==> config.mk <==
export PLATFORM = sky130hd
export DESIGN_NAME = mod_pipe_elastic_reg
export DESIGN_NICKNAME = d
export VERILOG_FILES = /design/src/rtl/mod_pipe_elastic_reg.sv
export SDC_FILE = /design/constraint.sdc
export NUM_CORES = 1
export LEC_CHECK = 0
export ABC_AREA = 1
export CAP_MARGIN = 20
export CORE_AREA = 2 2 77 135
export CTS_BUF_LIST = sky130_fd_sc_hd__clkbuf_16
export CTS_CLUSTER_DIAMETER = 60
export DETAILED_ROUTE_END_ITERATION = 12
export DIE_AREA = 0 0 79 137
export PLACE_DENSITY = 0.74
export SLEW_MARGIN = 0
export SYNTH_ARGS = -nofsm -noshare
export SYNTH_HDL_FRONTEND = slang
export SYNTH_SLANG_ARGS = --single-unit
==> constraint.sdc <==
create_clock -name clk_i -period 4.2 [get_ports clk_i]
set_input_delay 0.84 -clock clk_i [delete_from_list [all_inputs] [get_ports clk_i]]
set_output_delay 0.84 -clock clk_i [all_outputs]
set_load 0.005 [all_outputs]
==> src/rtl/mod_pipe_elastic_reg.sv <==
// Elastic valid/ready pipeline register with a 2-entry skid buffer, flush,
// bubble control zeroing and a saturating back-pressure counter.
module mod_pipe_elastic_reg #(
  parameter int DATA_W = 32,
  parameter int CTRL_W = 4,
  parameter int CNT_W  = 16
) (
  input  logic              clk_i,
  input  logic              rst_ni,
  input  logic              flush_i,
  input  logic              cnt_clr_i,
  input  logic              valid_i,
  output logic              ready_o,
  input  logic [CTRL_W-1:0] ctrl_i,
  input  logic [DATA_W-1:0] data_i,
  output logic              valid_o,
  input  logic              ready_i,
  output logic [CTRL_W-1:0] ctrl_o,
  output logic [DATA_W-1:0] data_o,
  output logic [1:0]        occupancy_o,
  output logic [CNT_W-1:0]  stall_cnt_o
);

  typedef enum logic [1:0] {
    EMPTY = 2'd0,
    ONE   = 2'd1,
    FULL  = 2'd2
  } state_e;

  state_e             state_q, state_d;
  logic [CTRL_W-1:0]  head_ctrl_q, head_ctrl_d;
  logic [DATA_W-1:0]  head_data_q, head_data_d;
  logic [CTRL_W-1:0]  skid_ctrl_q, skid_ctrl_d;
  logic [DATA_W-1:0]  skid_data_q, skid_data_d;
  logic [CNT_W-1:0]   stall_cnt_q, stall_cnt_d;
  logic               in_fire;
  logic               out_fire;

  // Handshake outputs decode only flopped state, so ready_i never reaches ready_o.
  assign valid_o     = (state_q != EMPTY);
  assign ready_o     = (state_q != FULL);
  assign ctrl_o      = head_ctrl_q;
  assign data_o      = head_data_q;
  assign stall_cnt_o = stall_cnt_q;
  assign in_fire     = valid_i & ready_o;
  assign out_fire    = valid_o & ready_i;

  always_comb begin
    occupancy_o = 2'd0;
    case (state_q)
      ONE:     occupancy_o = 2'd1;
      FULL:    occupancy_o = 2'd2;
      default: occupancy_o = 2'd0;
    endcase
  end

  always_comb begin
    state_d     = state_q;
    head_ctrl_d = head_ctrl_q;
    head_data_d = head_data_q;
    skid_ctrl_d = skid_ctrl_q;
    skid_data_d = skid_data_q;
    if (flush_i) begin
      state_d     = EMPTY;
      head_ctrl_d = '0;
    end else begin
      case (state_q)
        EMPTY: begin
          if (in_fire) begin
            state_d     = ONE;
            head_ctrl_d = ctrl_i;
            head_data_d = data_i;
          end
        end
        ONE: begin
          if (in_fire && out_fire) begin
            head_ctrl_d = ctrl_i;
            head_data_d = data_i;
          end else if (in_fire) begin
            state_d     = FULL;
            skid_ctrl_d = ctrl_i;
            skid_data_d = data_i;
          end else if (out_fire) begin
            // Bubble: control must not leak, data is left as-is.
            state_d     = EMPTY;
            head_ctrl_d = '0;
          end
        end
        FULL: begin
          if (out_fire) begin
            state_d     = ONE;
            head_ctrl_d = skid_ctrl_q;
            head_data_d = skid_data_q;
          end
        end
        default: begin
          state_d     = EMPTY;
          head_ctrl_d = '0;
        end
      endcase
    end
  end

  always_comb begin
    stall_cnt_d = stall_cnt_q;
    if (cnt_clr_i) begin
      stall_cnt_d = '0;
    end else if (valid_o && !ready_i && (stall_cnt_q != {CNT_W{1'b1}})) begin
      stall_cnt_d = stall_cnt_q + 1'b1;
    end
  end

  always_ff @(posedge clk_i or negedge rst_ni) begin
    if (!rst_ni) begin
      state_q     <= EMPTY;
      head_ctrl_q <= '0;
      head_data_q <= '0;
      skid_ctrl_q <= '0;
      skid_data_q <= '0;
      stall_cnt_q <= '0;
    end else begin
      state_q     <= state_d;
      head_ctrl_q <= head_ctrl_d;
      head_data_q <= head_data_d;
      skid_ctrl_q <= skid_ctrl_d;
      skid_data_q <= skid_data_d;
      stall_cnt_q <= stall_cnt_d;
    end
  end

endmodule
After elaboration in Yosys (flattened, before gate mapping). Cells that the tools add are included.

Logic and storage cells: 57. Memory bits (writable): 0. Register bits after elaboration: 90. Bits in latches: 0. Input bits: 42. Memory bits (read-only): 0. Memories kept: 0.

Reduce and logical (&&, ||, !) cells: 12. Add/sub/neg operators: 1. Bitwise gates (word level): 4. Mux-type cells: 21. Magnitude comparators: 0. $mul: 0. Eq/ne operators: 13. Div/mod/pow operators: 0. Shift operators: 0.

Operators by type and width (count): two-way mux 32 bit (3); case mux 32 bit (3 select lines) (1); two-way mux 16 bit (2); two-way mux 4 bit (6); adder 16 x 1 -> 16 bit (second input constant) (1); != test 16 bit (second input constant) (1); two-way mux 2 bit (6); != test 4 bit (second input constant) (3); case mux 4 bit (3 select lines) (1); AND reduction 4 bit (3); != test 3 bit (second input constant) (3); != test 2 bit (second input constant) (4); case mux 2 bit (3 select lines) (1); AND reduction 5 bit (1); case mux 2 bit (2 select lines) (1); nonzero test 2 bit (2); logical AND 1 bit (3); nonzero test 3 bit (1); bitwise AND 1 bit (2); equality test 2 x 1 -> 1 bit (second input constant) (1); equality test 2 bit (second input constant) (1); zero test 2 bit (1); inverter 1 bit (2); zero test 1 bit (1).

Logic depth before layout (Yosys ltp). Gate-level depths: netlist of the first run.

Depth after elaboration: 7. Mapped depth: 10. Mapped depth without buffers: 9.

Worst setup path before layout of the first run. No wires, ideal clock.

Path kind: reg2out. Start: register state_q[1]. End: output ready_o. Slack: 2.503 ns. Stages on the path, launching flop included: 5. Arrival: 0.857 ns. Data required time: 3.360 ns. Buffers on the path: 1. Cell sequence: dfrtp_1 > inv_2 > nor2_4 > inv_2 > clkbuf_1.

Cells in the longest elaborated chain, start to end: 1.

RTL lines: from (decl) (RTL line 30) `state_e state_q, state_d;`; from (signal assigned) (RTL line 122) `state_q <= state_d;`; != test 2 bit (RTL line 41) `assign ready_o = (state_q != FULL);`; to (decl) (RTL line 13) `output logic ready_o,`.

Every way passes these cells.

Worst setup path in the final report of the first run. Ends and elaborated chain as after synthesis.

==> results of run 1 <==
per-stage QoR:
step	cells	instance area, µm²	hold slack [ns]	worst slack [ns]
after floorplan	536	4500	0.450	2.50
after global placement	739	5500	0.459	1.59
after detailed placement	739	5500	0.463	1.54
after CTS	755	5790	0.478	1.17
after global routing	755	5790	0.509	1.01
final	755	5790	0.479	1.17
synthesized netlist by cell type, types with 3 or more instances:
library cell and number:
nand2_1 162, a21oi_2 22, o21ai_1 30, or2_2 3, buf_6 8, nand4_1 15, buf_2 9, clkbuf_1 5
o21ai_2 14, dfrtp_1 90, nor2_4 4, nor2_1 23, nor2_2 24, nand3_1 10, xor2_1 3, inv_2 7
inv_1 53, o21ai_0 41
sequential cells by signal, summed over array words and instances, names as in the netlist:
| name | count |
|---|---|
| ctrl_o | 4 |
| state_q | 2 |
| data_o | 32 |
| skid_data_q | 32 |
| skid_ctrl_q | 4 |
| stall_cnt_o | 16 |
power by group:
group	internal (W)	switching (W)
sequential	0.00111	0.000123
combinational	0.000387	0.000360
clock	0.000460	0.000338
worst reg2reg max path, cell delays in order (launching register included):
cell and delay [ns]:
dfrtp_1 0.44, ha_1 0.21, nand3_1 0.19, inv_2 0.12, nand2_1 0.09, nor2_2 0.16
nor2_4 0.11, nor2_4 0.32, nand2_1 0.11, nand2_1 0.08
cells by family after synthesis:
| family | after synthesis | synth area share |
|---|---|---|
| simple gates | 244 | 0.242 |
| compound gates | 115 | 0.164 |
| flops | 90 | 0.500 |
| buf+inv | 83 | 0.0859 |
| xor+xnor | 3 | 0.00584 |
| fa+ha+maj | 1 | 0.00278 |
worst paths after layout:
check	endpoint	startpoint	slack, ns
setup reg to reg	stall_cnt_o[7]$_DFFE_PN0P_	stall_cnt_o[0]$_DFFE_PN0P_	2.31
hold / removal	skid_data_q[26]$_DFFE_PN0P_	skid_data_q[26]$_DFFE_PN0P_	0.48
setup / recovery	ready_o	state_q[1]$_DFFE_PN0P_	1.17
hold reg to reg	skid_data_q[26]$_DFFE_PN0P_	skid_data_q[26]$_DFFE_PN0P_	0.48
max in group asynchronous	skid_data_q[1]$_DFFE_PN0P_	rst_ni	2.76
min in group asynchronous	stall_cnt_o[15]$_DFFE_PN0P_	rst_ni	0.61
metal layers:
metal	track usage	part of all wire	up-vias
li1	-	-	1885
met1	0.214	0.40	1783
met2	0.344	0.52	92
met3	0.0435	0.035	23
met4	0.113	0.043	0
met5	0	0	-
cell type report:
class / count / area, µm² / share of cell area
inverters: 60 / 225 / 0.0389
clock buffers: 9 / 225 / 0.0389
repair buffers: 101 / 998 / 0.172
clock inverters: 7 / 70.1 / 0.0121
well taps: 125 / 156 / 0.0270
flip-flops and latches: 90 / 2250 / 0.389
multi-input cells: 363 / 1860 / 0.322
layout by cell type (no fill, tap or decap), drive strengths merged:
| cell type | count |
|---|---|
| dfrtp | 90 |
| clkinvlp | 2 |
| clkbuf | 9 |
| o21bai | 2 |
| or2 | 3 |
| nand2 | 163 |
| xor2 | 3 |
| o211ai | 1 |
| nand3 | 10 |
| nand3b | 1 |
| bufinv | 1 |
| o21ai | 86 |
| nor2 | 51 |
| clkinv | 2 |
| nor3 | 1 |
| o41ai | 1 |
| clkdlybuf4s50 | 96 |
| ha | 1 |
| o22ai | 1 |
| a21oi | 22 |
| nand4 | 15 |
| inv | 62 |
| buf | 5 |
| a31oi | 2 |
==> flow_summary_export.csv, run 1 <==
group,metric,value,unit
worst_setup_path,crit_chain,"inv_2 -> nor2_4 -> buf_4 -> inv_2 -> clkdlybuf4s50_1",
detailed_routing,drt_iter0_markers,209,
worst_setup_path,critPathCaptureType,"primary output",
clock_network,cts_resized,0,
clock_network,numClockSinks,90,
clock_network,htreeDepth,3,
clock_network,clk_latency,0.34,ns
place,gp_congestion,0.801,
global_routing,overflow,0,
finish,area_growth,28.6,%
place,io_buffers,97,
worst_setup_path,critical_path_class,"reg2out",
pwr,total_power,0.00278,W
pwr,leakage,2.68,nW
synthesis,ys_types,29,
finish,n_fill_cell,893,
synthesis,yosysTopAreaCell,"dfrtp_1",
synthesis,synth-async-reset-ratio,1.00,
global_routing,grt_pass1_vias,3638,
detailed_routing,dr_total_vias,3783,
timing,finalHoldViolCount,0,
worst_setup_path,cp.depth,5,
timing,rsz0062_at_grt,"no",
finish,nNetsFinal,668,
worst_setup_path,required,3.36,ns
floorplan,rows,48,
floorplan,dieArea,10800,µm²
synthesis,synth_edf_count,0,
global_routing,grt_pass1_wl,16600,µm
detailed_routing,viasPerCell,5.01,
clock_network,cts-root-buf,"clkbuf_16",
floorplan,die_height,137,µm
timing,finalSetupViolations,0,
detailed_routing,drc,0,
job,drv_cap,0,
synthesis,synth_area_leaders,"dfrtp_1 (50%), nand2_1 (14%), o21ai_0 (4.6%), inv_1 (4.4%), a21oi_2 (4.3%)",
floorplan,io_pins,98,
floorplan,core_area,9730,µm²
clock_network,clk_pin_slew,0.06,ns
place,hpwl,7130,µm
worst_setup_path,cp.arrival,2.19,ns
worst_setup_path,slowest_stage,"clkdlybuf4s50_1",
detailed_routing,first_pass_iters,4,
timing,timing.final.crit_share,0.722,
timing,worst_slew_pin_slew,0.858,ns
pwr,peakVddDrop,0.295,mV
timing,min_period,3.03,ns
clock_network,cts_made_buffers,9,
clock_network,cts_setup_buffers,0,
timing,slew_violations,0,
finish,finalCoreUtilization,0.595,
worst_setup_path,critPathMostFrequentCell,"inv_2",
synthesis,syn_inst,536,
timing,clock_skew,0.00593,ns
floorplan,die_w,79,µm
worst_setup_path,cp.buffers_inverters,4,
hold_path,hold_depth,2,
global_routing,antenna_found_initial,0,
timing,fmax,330,MHz
synthesis,synth_area_per_cell,8.40,µm²
detailed_routing,ant_nets,0,
global_routing,gr-usage-all-layers,0.196,
worst_setup_path,worstPathMaxFanout,48,
synthesis,yosysSeqAreaShare,0.500,
clock_network,cts_hold_buffers,0,
clock_network,cts_max_path_buffers,2,
clock_network,cts_tree,"done",
worst_setup_path,startpoint_type,"register",
worst_setup_path,ff2ff_path_depth,9,
synthesis,synthesis.nets,579,
detailed_routing,drt-total-wl,10100,µm
synthesis,synth_top_area_share,0.500,
synthesis,ys_ff_latch,90,
global_routing,grt_max_degree,69,
finish,diodes,0,
detailed_routing,wl_per_cell,13.4,µm
finish,drive_above_1_share,0.152,
worst_setup_path,cp_top_family,"buffers and inverters",
run_status,status,"finished, final reports clean",
worst_setup_path,critPathMaxStageDelay,0.50,ns
synthesis,ys.flop_type,"dfrtp_1",
timing,setup_tns,0,ns
timing,relSlewSlack,0.428,
pwr,power_density,480,nW/µm²
floorplan,initial_core_util,0.463,
synthesis,syn-cell-area,4500,µm²
synthesis,ys_warn_count,0,
hold_path,worstHoldPathType,"reg2reg",
(Power assumes the default switching activity.)
==> inputs of run 2 (changes only) <==
- CORE_AREA: 2 2 77 135 -> 2 2 78 136
- DIE_AREA: 0 0 79 137 -> 0 0 80 138
- PLACE_DENSITY: 0.74 -> 0.75
- clock period: 4.2 -> 2.5 ns (I/O delays scaled with it)
==> run 2 against run 1 <==
Against the previous run: worst setup slack lost 1.0 ns; wire length shrank 1.1%; first-iteration DRC count grew 9.6%; via count grew 1.3%; clock-buffer cell count is the same; clock power grew 72%; final area grew 0.63%; die area grew 2.0%; clock skew grew 0.0014 ns; sequential share of layout area shrank 0.24 points; highest routed layer unchanged.
==> flow_summary_export.csv, run 2 (synthesis results as in run 1) <==
group,metric,value,unit
finish,area_growth,29.4,%
clock_network,cts_max_path_buffers,2,
timing,min_period,2.37,ns
detailed_routing,drt_iter0_markers,229,
finish,nNetsFinal,668,
clock_network,clk_latency,0.34,ns
detailed_routing,drc,0,
floorplan,dieArea,11000,µm²
place,place_area,5520,µm²
global_routing,gr-usage-all-layers,0.194,
job,drv_cap,0,
global_routing,antenna_found_initial,0,
worst_setup_path,regToRegStartpoint,"state_q[1]$_DFFE_PN0P_",
place,hpwl,7120,µm
detailed_routing,dr_total_vias,3832,
detailed_routing,wl_per_cell,13.2,µm
global_routing,grt_max_degree,65,
worst_setup_path,startpoint_type,"register",
finish,final_area,5830,µm²
hold_path,worstHoldPathType,"in2async",
floorplan,core_area,10100,µm²
timing,worst_slew_pin_slew,0.623,ns
worst_setup_path,cp.buffers_inverters,3,
worst_setup_path,cp_top_family,"buffers and inverters",
worst_setup_path,critPathCaptureType,"primary output",
global_routing,grt_pass1_wl,17000,µm
detailed_routing,ant_nets,0,
timing,clock_skew,0.00729,ns
global_routing,overflow,0,
worst_setup_path,slowest_stage,"dfrtp_1",
worst_setup_path,cp-startpoint,"state_q[1]$_DFFE_PN0P_",
pwr,peakVddDrop,0.515,mV
floorplan,die_height,138,µm
floorplan,rows,49,
global_routing,grt_pass1_vias,3809,
finish,drive_above_1_share,0.148,
clock_network,numClockSinks,90,
clock_network,cts_made_buffers,9,
clock_network,cts_resized,0,
detailed_routing,first_pass_iters,4,
detailed_routing,viasPerCell,5.06,
clock_network,cts_setup_buffers,0,
detailed_routing,drt-total-wl,10000,µm
worst_setup_path,cp.arrival,1.87,ns
place,gp_congestion,0.825,
timing,setup_tns,0,ns
worst_setup_path,critPathMaxStageDelay,0.49,ns
clock_network,clk_pin_slew,0.06,ns
run_status,status,"finished, final reports clean",
floorplan,die_w,80,µm
worst_setup_path,critical_path_class,"reg2out",
timing,slew_violations,0,
clock_network,cts_hold_buffers,0,
worst_setup_path,crit_chain,"inv_2 -> nor2_4 -> inv_2 -> clkdlybuf4s50_1",
worst_setup_path,worstPathMaxFanout,21,
worst_setup_path,critPathMostFrequentCell,"inv_2",
clock_network,cts_tree,"done",
pwr,leakage,2.71,nW
pwr,total_power,0.00471,W
floorplan,initial_core_util,0.448,
floorplan,io_pins,98,
place,io_buffers,97,
pwr,power_density,807,nW/µm²
timing,finalHoldViolCount,0,
timing,relSlewSlack,0.585,
timing,rsz0062_at_grt,"no",
finish,diodes,0,
clock_network,htreeDepth,3,
finish,mostFrequentLayoutCell,"nand2_1",
clock_network,cts-root-buf,"clkbuf_16",
timing,timing.final.crit_share,0.949,
timing,fmax,422,MHz
timing,finalSetupViolations,0,
worst_setup_path,required,2.00,ns
finish,layout_common_cells,"nand2_1 (162), clkdlybuf4s50_1 (96), dfrtp_1 (90)",
-- run 2: changes by cell type in the layout (fill, tap and decap cells not counted), sizes merged --
cell      change
clkinvlp      -2
clkinv        -1
inv           +2
bufinv        +1
-- run 2: stage by stage --
| stage | utilization | hold slack [ns] | setup slack [ns] | instances |
|---|---|---|---|---|
| after floorplan | - | 0.204 | 0.993 | 536 |
| after global placement | 0.549 | 0.459 | 0.284 | 741 |
| after detailed placement | 0.549 | 0.463 | 0.190 | 741 |
| after CTS | 0.580 | 0.166 | 0.128 | 757 |
| after global routing | 0.580 | 0.195 | 0.0572 | 757 |
| final | 0.580 | 0.143 | 0.128 | 757 |
-- run 2: layer usage --
metal / vias to the layer above / global-route usage / routed length (µm)
met4: 0 / 0.120 / 457
met5: - / 0 / 0
met3: 29 / 0.0372 / 425
met2: 108 / 0.320 / 5150
met1: 1802 / 0.226 / 3960
li1: 1893 / - / -
-- run 2: worst paths after layout --
path | cells past startpoint | endpoint | slack (ns)
min reg2reg | 2 | skid_data_q[30]$_DFFE_PN0P_ | 0.47
max reg2reg | 10 | ctrl_o[0]$_DFFE_PN0P_ | 0.52
max in group asynchronous | 2 | stall_cnt_o[9]$_DFFE_PN0P_ | 1.67
max | 4 | ready_o | 0.13
min | 1 | stall_cnt_o[11]$_DFFE_PN0P_ | 0.14
min in group clk_i | 2 | skid_data_q[30]$_DFFE_PN0P_ | 0.47
-- run 2: area by class of cell --
| type | count | area (µm²) |
|---|---|---|
| clock inverters | 7 | 78.8 |
| fillers | 915 | 4230 |
| inverters | 60 | 225 |
| well taps | 127 | 159 |
| flip-flops and latches | 90 | 2250 |
| clock buffers | 9 | 225 |
| repair buffers | 101 | 1020 |
| multi-input cells | 363 | 1860 |
-- run 2: where the power goes --
group | switching [W] | internal, W
logic | 0.000607 | 0.000655
registers | 0.000206 | 0.00187
clock network | 0.000513 | 0.000857
total | 0.00133 | 0.00338
